`src/rtl/scoreboard_pkg.sv`:
```
// Shared scoreboard definitions: game-clock FSM state encodings, BCD digit
// geometry and digit-limit constants. Imported by game_timer and reused by
// the shot clock.
package scoreboard_pkg;

   localparam int          DIGIT_W    = 4;
   localparam int          BUZZ_CNT_W = 27;
   localparam logic [15:0] TIME_ZERO  = 16'h0000;
   localparam logic [3:0]  DIGIT_MAX  = 4'd9;   // largest BCD digit
   localparam logic [3:0]  TENS_MAX   = 4'd5;   // largest seconds-tens digit

   typedef enum logic [1:0] {
      ST_IDLE    = 2'd0,
      ST_RUN     = 2'd1,
      ST_PAUSE   = 2'd2,
      ST_EXPIRED = 2'd3
   } state_t;

endpackage

```
`src/rtl/tick_edge_detect.sv`:
```
// Synchronizes the slow divided clock into the clk domain and emits a
// one-cycle tick per sclk_in rising edge. The tick is registered, so it
// asserts on the 3rd clk edge after sclk_in rises. Falling edges are ignored.
// Ports:
//   clk      in  system clock
//   reset    in  async, active-high
//   sclk_in  in  asynchronous slow square wave
//   tick     out one-cycle pulse per rising edge of sclk_in
module tick_edge_detect (
   input  logic clk,
   input  logic reset,
   input  logic sclk_in,
   output logic tick
);

   logic [1:0] sync_q;   // [0] first (metastable) stage, [1] second stage
   logic       prev_q;   // previous synchronized level

   always_ff @(posedge clk or posedge reset) begin
      if (reset) begin
         sync_q <= 2'b00;
         prev_q <= 1'b0;
         tick   <= 1'b0;
      end else begin
         sync_q <= {sync_q[0], sclk_in};
         prev_q <= sync_q[1];
         tick   <= sync_q[1] & ~prev_q;
      end
   end

endmodule

```
`src/rtl/game_timer.sv`:
```
// Countdown game clock (MM:SS in BCD) for the basketball scoreboard.
// sclk_in ticks are prescaled to one-second strobes while running and the
// period counts down to 00:00. Priority each cycle: load > stop > start > strobe.
// Optional build macro GAME_TIMER_BUZZER_EN adds the end-of-period horn
// (buzzer high for BUZZ_CYCLES clk cycles on entry to EXPIRED).
// Ports:
//   clk, reset (async active-high), sclk_in (async slow clock)
//   start/stop  level run/pause requests, load/load_value BCD preset
//   time_bcd    current time {min_tens,min_ones,sec_tens,sec_ones}
//   running, expired  decoded from registered state; buzzer  horn output
module game_timer
   import scoreboard_pkg::*;
#(
   parameter int          TICKS_PER_SEC = 1,
   parameter logic [15:0] DEFAULT_TIME  = 16'h1200,
   parameter int          BUZZ_CYCLES   = 50000000
) (
   input  logic        clk,
   input  logic        reset,
   input  logic        sclk_in,
   input  logic        start,
   input  logic        stop,
   input  logic        load,
   input  logic [15:0] load_value,
   output logic [15:0] time_bcd,
   output logic        running,
   output logic        expired,
   output logic        buzzer
);

   localparam logic [7:0] PRESC_LAST = 8'(TICKS_PER_SEC - 1);

   // Clamp out-of-range digits: any digit >9 -> 9, seconds tens >5 -> 5.
   function automatic logic [15:0] bcd_sanitize(input logic [15:0] v);
      logic [15:0]        r;
      logic [DIGIT_W-1:0] d;
      logic [DIGIT_W-1:0] lim;
      r = '0;
      for (int i = 0; i < 4; i++) begin
         d   = v[i*DIGIT_W +: DIGIT_W];
         lim = (i == 1) ? TENS_MAX : DIGIT_MAX;
         r[i*DIGIT_W +: DIGIT_W] = (d > lim) ? lim : d;
      end
      return r;
   endfunction

   // One-second BCD decrement with borrow chain; saturates at 00:00.
   function automatic logic [15:0] bcd_dec(input logic [15:0] v);
      logic [DIGIT_W-1:0] s1, s10, m1, m10;
      {m10, m1, s10, s1} = v;
      if (v != TIME_ZERO) begin
         if (s1 != 4'd0) s1 = s1 - 4'd1;
         else begin
            s1 = DIGIT_MAX;
            if (s10 != 4'd0) s10 = s10 - 4'd1;
            else begin
               s10 = TENS_MAX;
               if (m1 != 4'd0) m1 = m1 - 4'd1;
               else begin
                  m1  = DIGIT_MAX;
                  m10 = m10 - 4'd1;
               end
            end
         end
      end
      return {m10, m1, s10, s1};
   endfunction

   state_t      state, state_nxt;
   logic [15:0] time_q, time_nxt;
   logic [7:0]  presc_q, presc_nxt;
   logic        tick;
   logic        sec_strobe;

   tick_edge_detect u_tick (
      .clk     (clk),
      .reset   (reset),
      .sclk_in (sclk_in),
      .tick    (tick)
   );

   // A strobe only counts when nothing of higher priority is pending.
   assign sec_strobe = tick && (state == ST_RUN) && !load && !stop &&
                       (presc_q == PRESC_LAST);

   always_comb begin
      state_nxt = state;
      time_nxt  = time_q;
      presc_nxt = presc_q;
      if (load) begin
         time_nxt  = bcd_sanitize(load_value);
         presc_nxt = '0;
         state_nxt = ST_IDLE;
      end else begin
         case (state)
            ST_IDLE: begin
               if (!stop && start && (time_q != TIME_ZERO)) begin
                  state_nxt = ST_RUN;
                  presc_nxt = '0;
               end
            end
            ST_RUN: begin
               if (stop) begin
                  state_nxt = ST_PAUSE;
               end else if (sec_strobe) begin
                  presc_nxt = '0;
                  time_nxt  = bcd_dec(time_q);
                  if (time_nxt == TIME_ZERO) state_nxt = ST_EXPIRED;
               end else if (tick) begin
                  presc_nxt = presc_q + 8'd1;
               end
            end
            ST_PAUSE: begin
               // prescaler is held so a resume keeps the partial second
               if (!stop && start) state_nxt = ST_RUN;
            end
            default: ;  // EXPIRED: holds at 00:00 until load or reset
         endcase
      end
   end

   always_ff @(posedge clk or posedge reset) begin
      if (reset) begin
         state   <= ST_IDLE;
         time_q  <= DEFAULT_TIME;
         presc_q <= '0;
      end else begin
         state   <= state_nxt;
         time_q  <= time_nxt;
         presc_q <= presc_nxt;
      end
   end

   assign time_bcd = time_q;
   assign running  = (state == ST_RUN);
   assign expired  = (state == ST_EXPIRED);

`ifdef GAME_TIMER_BUZZER_EN
   localparam logic [BUZZ_CNT_W-1:0] BUZZ_LEN = BUZZ_CNT_W'(BUZZ_CYCLES);

   logic [BUZZ_CNT_W-1:0] buzz_cnt;

   always_ff @(posedge clk or posedge reset) begin
      if (reset) begin
         buzz_cnt <= '0;
      end else if (load) begin
         buzz_cnt <= '0;
      end else if ((state != ST_EXPIRED) && (state_nxt == ST_EXPIRED)) begin
         buzz_cnt <= BUZZ_LEN;
      end else if (buzz_cnt != '0) begin
         buzz_cnt <= buzz_cnt - 1'b1;
      end
   end

   assign buzzer = (buzz_cnt != '0);
`else
   assign buzzer = 1'b0;
`endif

endmodule

```
`config.mk`:
```
export PLATFORM = sky130hd
export DESIGN_NAME = game_timer
export DESIGN_NICKNAME = d
export VERILOG_FILES = /design/src/rtl/scoreboard_pkg.sv /design/src/rtl/tick_edge_detect.sv /design/src/rtl/game_timer.sv
export SDC_FILE = /design/constraint.sdc
export NUM_CORES = 1
export LEC_CHECK = 0
export ABC_AREA = 1
export CORE_AREA = 2 2 99 77
export DETAILED_ROUTE_END_ITERATION = 6
export DIE_AREA = 0 0 101 79
export SLEW_MARGIN = 20
export SYNTH_ARGS = -nofsm -noshare
export SYNTH_HDL_FRONTEND = slang
export SYNTH_SLANG_ARGS = --single-unit
```
`constraint.sdc`:
```
create_clock -name clk -period 3 [get_ports clk]
set_input_delay 0.6 -clock clk [delete_from_list [all_inputs] [get_ports clk]]
set_output_delay 0.6 -clock clk [all_outputs]
set_load 0.05 [all_outputs]
```
# After elaboration in Yosys (flattened, before gate mapping)
# Index checks and enable logic that the tools add are counted.
# op_classes
addsub,5
order_cmp,4
eq_ne,10
n_mux,50
bitwise,2
reduce_logical,22
# op_table
operator,n
$mux W4,33
$mux W16,4
$mux W8,5
$logic_not A16 Y1,1
$pmux W8 S2,1
$reduce_bool A16 Y1,1
$reduce_bool A4 Y1,4
$sub A4 B1 Y4 const B,4
$gt A4 B4 Y1 const B,3
$mux W2,6
$ne A3 B3 Y1 const B,3
$add A8 B1 Y8 const B,1
$logic_not A8 Y1,1
$ne A4 B3 Y1 const B,2
$logic_and A1 B1 Y1,6
$pmux W2 S3,1
$reduce_and A5 Y1,1
$eq A2 B2 Y1 const B,2
$gt A4 B3 Y1 const B,1
$ne A4 B2 Y1 const B,1
$reduce_and A4 Y1,1
$reduce_bool A2 Y1,2
$reduce_and A3 Y1,1
$reduce_bool A3 Y1,1
other kinds (6),7
# totals
register_bits,30
output_inout_bits,19
elab_cells,99

# Depth between registers and ports, before layout
# Gate-level depths: netlist (run 1).
# logic_depth
ltp_word,15
mapped_depth,15

# By module
# From an unflattened synthesis (run 1), not the netlist that was laid out.
# hier_totals
hier_cells,280
hier_area_um2,2130.8
# modules_own_cells
module,instances,cells_per_inst,area_per_inst_um2,seq_area_each_um2
game_timer,1,273,2016.9,653.1
tick_edge_detect,1,7,113.9,100.1

# Least setup slack after synthesis (run 1)
# Ideal clock, no wire load.
# synth_timing
path_type,reg-to-reg
startpoint,reg time_q[13] (netlist: time_bcd[13])
endpoint,reg presc_q[6]
setup_ns,0.126
t_arrival_ns,1.889
required_ns,2.874
path_slack_ns,0.985
path_stages_with_launch,12
synth_period_minus_slack_ns,2.015
path_cell_list,dfrtp_1 > inv_1 > ha_1 > nand3_1 > nor2_2 > nand2_4 > a21oi_2 > nand3_2 > nand2_2 > buf_6 > o21ai_0 > nor3b_2
# synth_between
elab_chain_len,4
# synth_rtl
element,line_no,text
from (decl),game_timer.sv:70,"logic [15:0] time_q, time_nxt;"
from (signal assigned),game_timer.sv:129,time_q <= time_nxt;
$reduce_bool A16 Y1,game_timer.sv:97,if (!stop && start && (time_q != TIME_ZERO)) begin
$logic_and A1 B1 Y1,game_timer.sv:97,
$ne A3 B3 Y1 (no source line),n/a,
$reduce_and A4 Y1 (no source line),n/a,
to (signal assigned),game_timer.sv:130,presc_q <= presc_nxt;
to (decl),game_timer.sv:71,"logic [7:0] presc_q, presc_nxt;"
# No other way between the ends.
# A chain may end at the register's enable or synchronous reset.

# Worst setup path in the final report (run 1)
# layout_timing
startpoint,reg state[0]
endpoint,out running
# layout_between
elab_chain_len,1
# layout_rtl
element,line_no,text
from (decl),game_timer.sv:69,"state_t state, state_nxt;"
from (signal assigned),game_timer.sv:128,state <= state_nxt;
$eq A2 B1 Y1,game_timer.sv:135,assign running = (state == ST_RUN);
to (decl),game_timer.sv:26,"output logic running,"
# No other way between the ends.

==> results.md, run 1 <==
Clocking:
- The number of levels in the clock H-tree is 2.
- After clock tree synthesis, the clock-pin slew on the worst setup and hold paths is 0.07 ns.
- The number of sinks handled by clock tree synthesis is 30.
- The longest clock path from root to sink contains 2 buffers.
- The clock reaches the later pin of the worst-skew pair after 0.28 ns.
- The buffer type at the clock tree root is sky130_fd_sc_hd__clkbuf_8.
- The CTS tree is yes.
- The number of clock buffers added by TritonCTS is 5.
- The number of buffers inserted by hold repair at cts is 0.
- The number of gates resized after CTS is 0.
- Once the clock tree was built, the setup fixing pass inserted 0 buffers.

Synthesis:
- In the synthesized netlist, mux cells make up 0% of the area.
- Ranked by total cell area, the synthesized netlist is headed by sky130_fd_sc_hd__dfrtp_1 (34%), sky130_fd_sc_hd__nand2_1 (10%), sky130_fd_sc_hd__inv_1 (7.1%), sky130_fd_sc_hd__nor2_1 (6.6%), sky130_fd_sc_hd__o21ai_0 (5.9%).
- The number of nets handed over by synthesis was 315.
- Counting distinct cell types in the post-synthesis netlist gives 39.
- The most common cell in the synthesized netlist is sky130_fd_sc_hd__nand2_1.
- The share of flip-flops with an asynchronous set or reset is 100%.
- Synthesis produced a netlist whose cell count is roughly 290.
- Synthesis inferred 30 register bits.
- The number of enable-type register cells in the synthesized netlist is 0.
- The adder and majority cell fraction of the synthesized area is about 2.4%.
- After synthesis, the largest family of logic cells by area is simple AND/OR/NAND/NOR gates.
- The prevailing post-synth register cell is sky130_fd_sc_hd__dfrtp_1.
- The post-synthesis compound-gate area fraction is a little under a fifth.
- The synthesized netlist devotes between 30% and 40% of its cell area to simple gates.
- The average instance area after synthesis is 7.10 sq um.
- Of the synthesized area, sequential elements account for 36.7%.
- The summed instance area of the synthesized netlist is between 0.002 and 0.0025 sq mm.
- The top-area cell type share of the netlist area is 34.1%.
- The synthesized netlist devotes 0% of its cell area to XOR and XNOR gates.
- During synthesis, Yosys emitted a total of 0 warnings.
- The library cell occupying the most area in the post-synthesis netlist is sky130_fd_sc_hd__dfrtp_1.
- The commonest cells after synthesis are sky130_fd_sc_hd__nand2_1 (57), sky130_fd_sc_hd__inv_1 (39), sky130_fd_sc_hd__nor2_1 (36).

Global route:
- The initial antenna violation count came to 0.
- The pin count of the biggest net entering global routing is 31.
- Global routing used 14.5% of the available tracks across all layers.
- The via count of the first global-routing pass is 1,933.
- The wire length of the first global-routing pass is 9000 microns.
- After global routing the overflow that remains totals 0.

Floorplanning:
- The die covers 0.00798 sq mm.
- The initial utilization of the core area, before any placement, comes to about 29%.
- The horizontal die dimension is 101 microns.
- During I/O placement, the number of pins put on the boundary was 41.
- The floorplan row count is 27.
- After floorplanning, the core was sized to cover 0.00709 sq mm.
- The vertical die dimension is 79 microns.

Routing:
- The wire length per cell is 12.6 microns.
- The first-iteration detailed-routing DRC count is 166.
- The count of nets left with antenna violations once routing finished came out at 0.
- The total number of vias is 1,983.
- The via count normalized by instance count is 4.73.
- The first detailed-routing pass took 5 iterations.
- After detailed routing, the number of remaining DRC violations is 0.
- The total wire length is 5270 microns.

STA:
- The headroom to the max-slew limit is 64.0%.
- The setup slack after layout is 0.637 ns.
- The final total negative setup slack is 0 ns.
- The number of endpoints with negative hold slack in the final report is 0.
- Setup repair after global routing left no endpoint under its margin.
- The share of the clock period used by the worst path after layout is 78.8%.
- The fmax is 423 MHz.
- Counting I/O delays and the setup requirement, the final critical path takes 2.36 ns.
- For the pin with the worst max-slew slack, the measured transition is 0.539 ns.
- Setup violations remaining at the end of the flow were counted as 0.
- The clock skew is 0.0136 ns.
- The number of pins with negative max-slew slack in the final report is 0.

Power and ir drop:
- VDD sags by at most 0.000188 V.
- For this design the total switching power over the nets is 0.509 mW.
- In this run the static leakage power is 1.19 nW.
- The power share of the combinational group is 37.3%.
- The fraction of power spent switching nets is 40.0%.
- The clock network burns 24.6% of the power.
- The internal power contribution is approximately 0.76 mW.
- The cell area power density is approximately 490 mW/mm^2.
- The sequential group share of total power is 38.1%.

Min path:
- The worst hold path belongs to the class reg -> reg.
- In this run the most critical hold path is launched from u_tick.sync_q[0].
- The worst hold path passes through 0 cells.
- The worst hold endpoint is u_tick.sync_q[1].

Job:
- Across the run, the number of max-cap violations was 0.

Place:
- Routability-driven placement finished with a final weighted congestion of 0.806.
- The HPWL reported at the end of detailed placement is around 4000 microns.
- Port buffering added 39 buffers.
- At the placement stage, the worst setup path has a slack of roughly 0.39 ns.

Status:
- The run finished with clean final reports.

Worst setup path:
- The required time of the worst setup path is about 2.4 ns.
- The type of element launching the critical path is a flop.
- The endpoint identified for the worst register-to-register timing path is time_bcd[0].
- In this run the worst path has a maximum fanout of 4.
- Measured in cells, the most critical reg-to-reg path has a length of 10.
- In this run the critical register-to-register path is launched from state[0].
- The flop-to-flop setup slack is ~0.95 ns.
- STA classifies the critical path endpoint as an output pin.
- The start-to-end type of the worst setup path is reg -> out.
- STA puts the critical path data arrival time at 1.76 ns.

Final layout:
- The area growth from synthesis to final layout is 27.3%.
- The ratio of cells with drive above 1 in the final layout is 10.5%.
- The total inserted antenna cells is 0.
- For this run, the post-layout net count is 357.
- After filler insertion, the fill cell instance count of the layout stands at about 750.
metal layers:
layer	global-route usage, %	vias to the layer above	part of all wire (%)
met4	3.78	0	0.97
met1	22.0	873	51
met3	4.58	4	8.5
li1	-	1039	-
met5	0	-	0
met2	19.4	67	39
layout by cell type, fill, tap and decap left out, drive strengths merged, types with 2 or more instances in the layout:
master / netlist / layout
nand4: 2 / 2
nor3b: 2 / 2
a22oi: 2 / 2
o21ai: 27 / 27
nor3: 6 / 6
ha: 4 / 4
nand3: 21 / 21
clkdlybuf4s50: 0 / 39
clkinv: 0 / 2
nor2: 45 / 45
inv: 43 / 43
o31ai: 4 / 4
dfstp: 2 / 2
o211ai: 2 / 2
a31oi: 4 / 4
a21oi: 14 / 14
o221ai: 4 / 4
clkbuf: 2 / 6
dfrtp: 28 / 28
nand2: 63 / 63
buf: 5 / 3
registers in the layout (all words and copies together) (netlist names):
signal,flops
presc_q,8
state,2
u_tick.sync_q,2
u_tick.tick,1
u_tick.prev_q,1
time_bcd,16
cell families (layout without fill, tap and decap cells):
logic type | Yosys count | after routing
flip-flops | 30 | 30
AND/OR/NAND/NOR | 140 | 140
AO/OA/AOI/OAI | 64 | 64
adder cells (fa/ha/maj) | 4 | 4
other | 1 | 1
buffers and inverters | 50 | 93
how the worst max path moves through the flow:
stage,startpoint,end,depth (start not counted)
final,state[0],running,3
after global routing,load,time_bcd[0],10
after CTS,state[0],running,3
after detailed placement,load,time_bcd[0],10
after global placement,load,time_bcd[0],10
after floorplan,time_bcd[13],presc_q[6],11
worst max-delay path, stage by stage, from the launching register on:
cell and delay (ns):
sky130_fd_sc_hd__dfrtp_1 0.37, sky130_fd_sc_hd__inv_1 0.10, sky130_fd_sc_hd__nor2_2 0.17, sky130_fd_sc_hd__clkdlybuf4s50_1 0.84
through the flow:
stage / hold WS (ns) / instances / total power [mW] / util [%] / cell area (sq um)
2_1_floorplan: 0.331 / 289 / 0.822 / - / 2050
3_3_place_gp: 0.336 / 411 / 0.967 / 35.7 / 2530
3_5_place_dp: 0.335 / 411 / 0.965 / 35.7 / 2530
4_1_cts: 0.350 / 419 / 1.29 / 36.8 / 2610
5_1_grt: 0.361 / 419 / 1.37 / 36.8 / 2610
6_report: 0.348 / 419 / 1.27 / 36.8 / 2610
power by group through the flow:
stage	Sequential, mW	Clock [mW]	Combinational, mW
after detailed placement	0.493	0	0.473
after global placement	0.493	0	0.474
after global routing	0.493	0.343	0.529
after floorplan	0.574	0	0.248
after CTS	0.486	0.328	0.475
final	0.485	0.313	0.474
cell type report:
| type | count | area (sq um) | area share [%] |
|---|---|---|---|
| Timing Repair Buffer | 42 | 413 | 15.8 |
| Multi-Input combinational cell | 209 | 1090 | 41.9 |
| Tap cell | 87 | 109 | 4.17 |
| Clock buffer | 6 | 72.6 | 2.78 |
| Inverter | 43 | 161 | 6.18 |
| Clock inverter | 2 | 10.0 | 0.383 |
| Sequential cell | 30 | 753 | 28.8 |
Note: power is estimated with default switching activity, not from simulation.
==> run 2: changes to the inputs <==
clock period = 2.2 ns   (was 3 ns; I/O delays follow)
==> run 2 against run 1 <==
Net effect:
- setup slack worse by 0.54 ns
- combinational power grew 38%
- clock-buffer cell count rose by 1
- cell area increased by 1.4%
- clock skew fell by 0.0040 ns
- sequential share of layout area shrank 0.39 points
- largest power group unchanged
- routed wire length increased by 3.3%
- via count rose by 1.5%
- cell count increased by 0.95%
- global-route usage is 0.080 points higher
==> results.md, run 2 (synthesized netlist as in run 1, its figures left out) <==
Status:
- The run finished with clean final reports.

Global route:
- For this run the aggregate overflow at the end of global routing stands at 0.
- The initial antenna violation count is 0.
- The total global-route track usage is 14.5%.
- The via count of the first global-routing pass is 1,872.
- Entering global routing, the biggest net connects 31 pins.
- The first global-routing pass estimated a little over 9000 microns of wire.

Routing:
- The via count normalized by instance count is ~4.8.
- The number of iterations in the first detailed-routing pass is 4.
- The total wire length is 5440 microns.
- The wire length per cell is roughly 13 microns.
- In the routed design, unresolved DRC markers number 0.
- The detailed router finished its first iteration with 111 violations.
- In this run the remaining antenna-violating nets after routing total 0.
- The total number of vias is around 2.0k.

Floorplanning:
- The floorplan row count is 27.
- For this configuration, the core starts out at a cell density of 28.9%.
- The horizontal die dimension is ~100 microns.
- In this run the vertical extent of the chip is 79 microns.
- Pin placement for this block handled between 40 and 50 I/O pins.
- The area of the die is 0.00798 sq mm.
- The region available for standard cell placement spans ~0.007 sq mm.

Power and ir drop:
- The power share of the combinational group is 36.7%.
- The standby leakage power is 1.21 nW.
- The completed layout was analyzed and its total power is 1.78 mW.
- In this run switching power makes up 39.5% of total power.
- The clock group share of total power is between 20% and 30%.
- The cell area power density is 672 mW/mm^2.
- The internal power of the cells totals 1.08 mW.
- For this design the total switching power over the nets is around 0.7 mW.
- VDD sags by at most roughly 0.00025 V.
- In this run, flip-flops and latches consume ~37% of the power.

Worst setup path:
- The worst setup path is captured at an output pin.
- The data arrival at the endpoint of the critical path is 1.66 ns.
- For this run, the slowest stage of the critical path takes 0.81 ns.
- STA classifies the critical path startpoint as a flop.
- Data on the critical path is required at its endpoint by 1.76 ns.
- The critical path is of the reg -> out type.
- Among all stages on the critical path, the largest delay is contributed by sky130_fd_sc_hd__clkdlybuf4s50_1.
- Traced cell by cell, the critical path runs through clkdlybuf4s50_1.
- The critical path's top delay family is buffers and inverters.
- The buffers plus inverters on the worst setup path is 1.
- The critical-path maximum fanout is 5.

Final layout:
- Excluding fillers, the count of instances in the completed layout stands at 423.
- The repair_antennas step left the layout with diodes totalling 0.
- The layout filler cell count is 712.
- The library cells used most frequently in the layout, excluding fill and tap cells, are sky130_fd_sc_hd__nand2_1 (57), sky130_fd_sc_hd__inv_1 (39), sky130_fd_sc_hd__clkdlybuf4s50_1 (38).
- The post-layout net count is between 300 and 400.
- The commonest non-fill, non-tap cell in the layout is sky130_fd_sc_hd__nand2_1.
- The register with the most flip-flops in the layout has 16 of them.
- The ratio of cells with drive above 1 in the final layout is about an eighth.
- From synthesis to final layout, the design area changed by 29.1%.

STA:
- At the pin with the least slew margin, the transition time is between 0.6 and 0.7 ns.
- Setup violations remaining at the end of the flow were counted as 0.
- The share of the clock period used by the worst path after layout is 95.5%.
- Setup repair after global routing left no endpoint under its margin.
- Derived from the worst setup path, the maximum achievable clock frequency is between 400 and 500 MHz.
- The number of endpoints with negative hold slack in the final report came to 0.
- Across all setup checks in the final design, the least slack found is 0.0980 ns.
- The number of pins with negative max-slew slack in the final report came to 0.
- The clock period could shrink to 2.10 ns.
- In this run the tightest slew margin relative to its limit is a little over half.
- The clock skew is 0.00965 ns.

Job:
- The total of max-cap violations is 0.

Clocking:
- Counting every sink on the clock net gives 30.
- Post-CTS timing repair inserted 0 buffers for setup.
- The latest clock arrival within the worst-skew pair is 0.29 ns.
- The CTS tree is yes.
- The number of buffers inserted by hold repair at cts is 0.
- The maximum buffer depth of the clock tree is 2.
- The clock tree synthesis step divided the H-tree into 2 levels.
- Clock-pin slew was measured on the worst setup and hold paths at 0.07 ns.
- After clock tree synthesis, the repair step resized 0 gates.
- The buffer type at the clock tree root is sky130_fd_sc_hd__clkbuf_8.
- Buffers inserted during clock tree synthesis total 5.

Place:
- Before CTS, the worst setup slack after placement is -0.0587 ns.
- The count of buffers added on input and output ports is 39.
- Detailed placement finished with a half-perimeter wire length of 4120 microns.
- The number of placed instances, taps included is between 400 and 500.
- Routability-driven placement finished with a final weighted congestion of 0.815.

Min path:
- The worst min-delay path class is reg -> reg.
[run 2: cell type report]
type                       instances  area [sq um]  area share, %
clock buffer                       7          86.3           3.26
sequential                        30           753           28.4
timing repair buffer              46           440           16.6
inverter                          43           161           6.09
multi-input combinational        209          1090           41.3
tap                               87           109           4.11
clock inverter                     1          5.00          0.189
[run 2: per-layer routing]
metal / track usage [%] / wire length [microns]
met1: 22.4 / 2960
met2: 19.7 / 2060
met3: 3.52 / 361
met4: 4.46 / 62
met5: 0 / 0
[run 2: stage by stage]
stage                     util (%)  hold WS [ns]  area, sq um  TNS (ns)
after floorplan                  -         0.331         2050         0
after global placement        36.0         0.337         2560         0
after detailed placement      36.0         0.337         2560    -0.130
after CTS                     37.3         0.353         2650         0
after global routing          37.3         0.368         2650         0
final                         37.3         0.349         2650         0
[run 2: worst paths after layout]
kind / startpoint / slack (ns) / cells after the start / endpoint
hold / removal: u_tick.sync_q[0] / 0.35 / 0 / u_tick.sync_q[1]
min in group asynchronous: reset / 0.55 / 3 / state[0]
setup reg to reg: time_bcd[13] / 0.21 / 11 / presc_q[0]
max in group asynchronous: reset / 1.32 / 3 / time_bcd[12]
setup / recovery: time_bcd[9] / 0.1 / 1 / time_bcd[9]
hold reg to reg: u_tick.sync_q[0] / 0.35 / 0 / u_tick.sync_q[1]
[run 2: power groups by stage]
stage	Sequential, mW	Clock, mW	Combinational, mW
global route	0.673	0.504	0.719
global placement	0.672	0	0.648
finish	0.663	0.464	0.653
floorplan	0.782	0	0.338
CTS	0.663	0.484	0.655
detailed placement	0.672	0	0.652
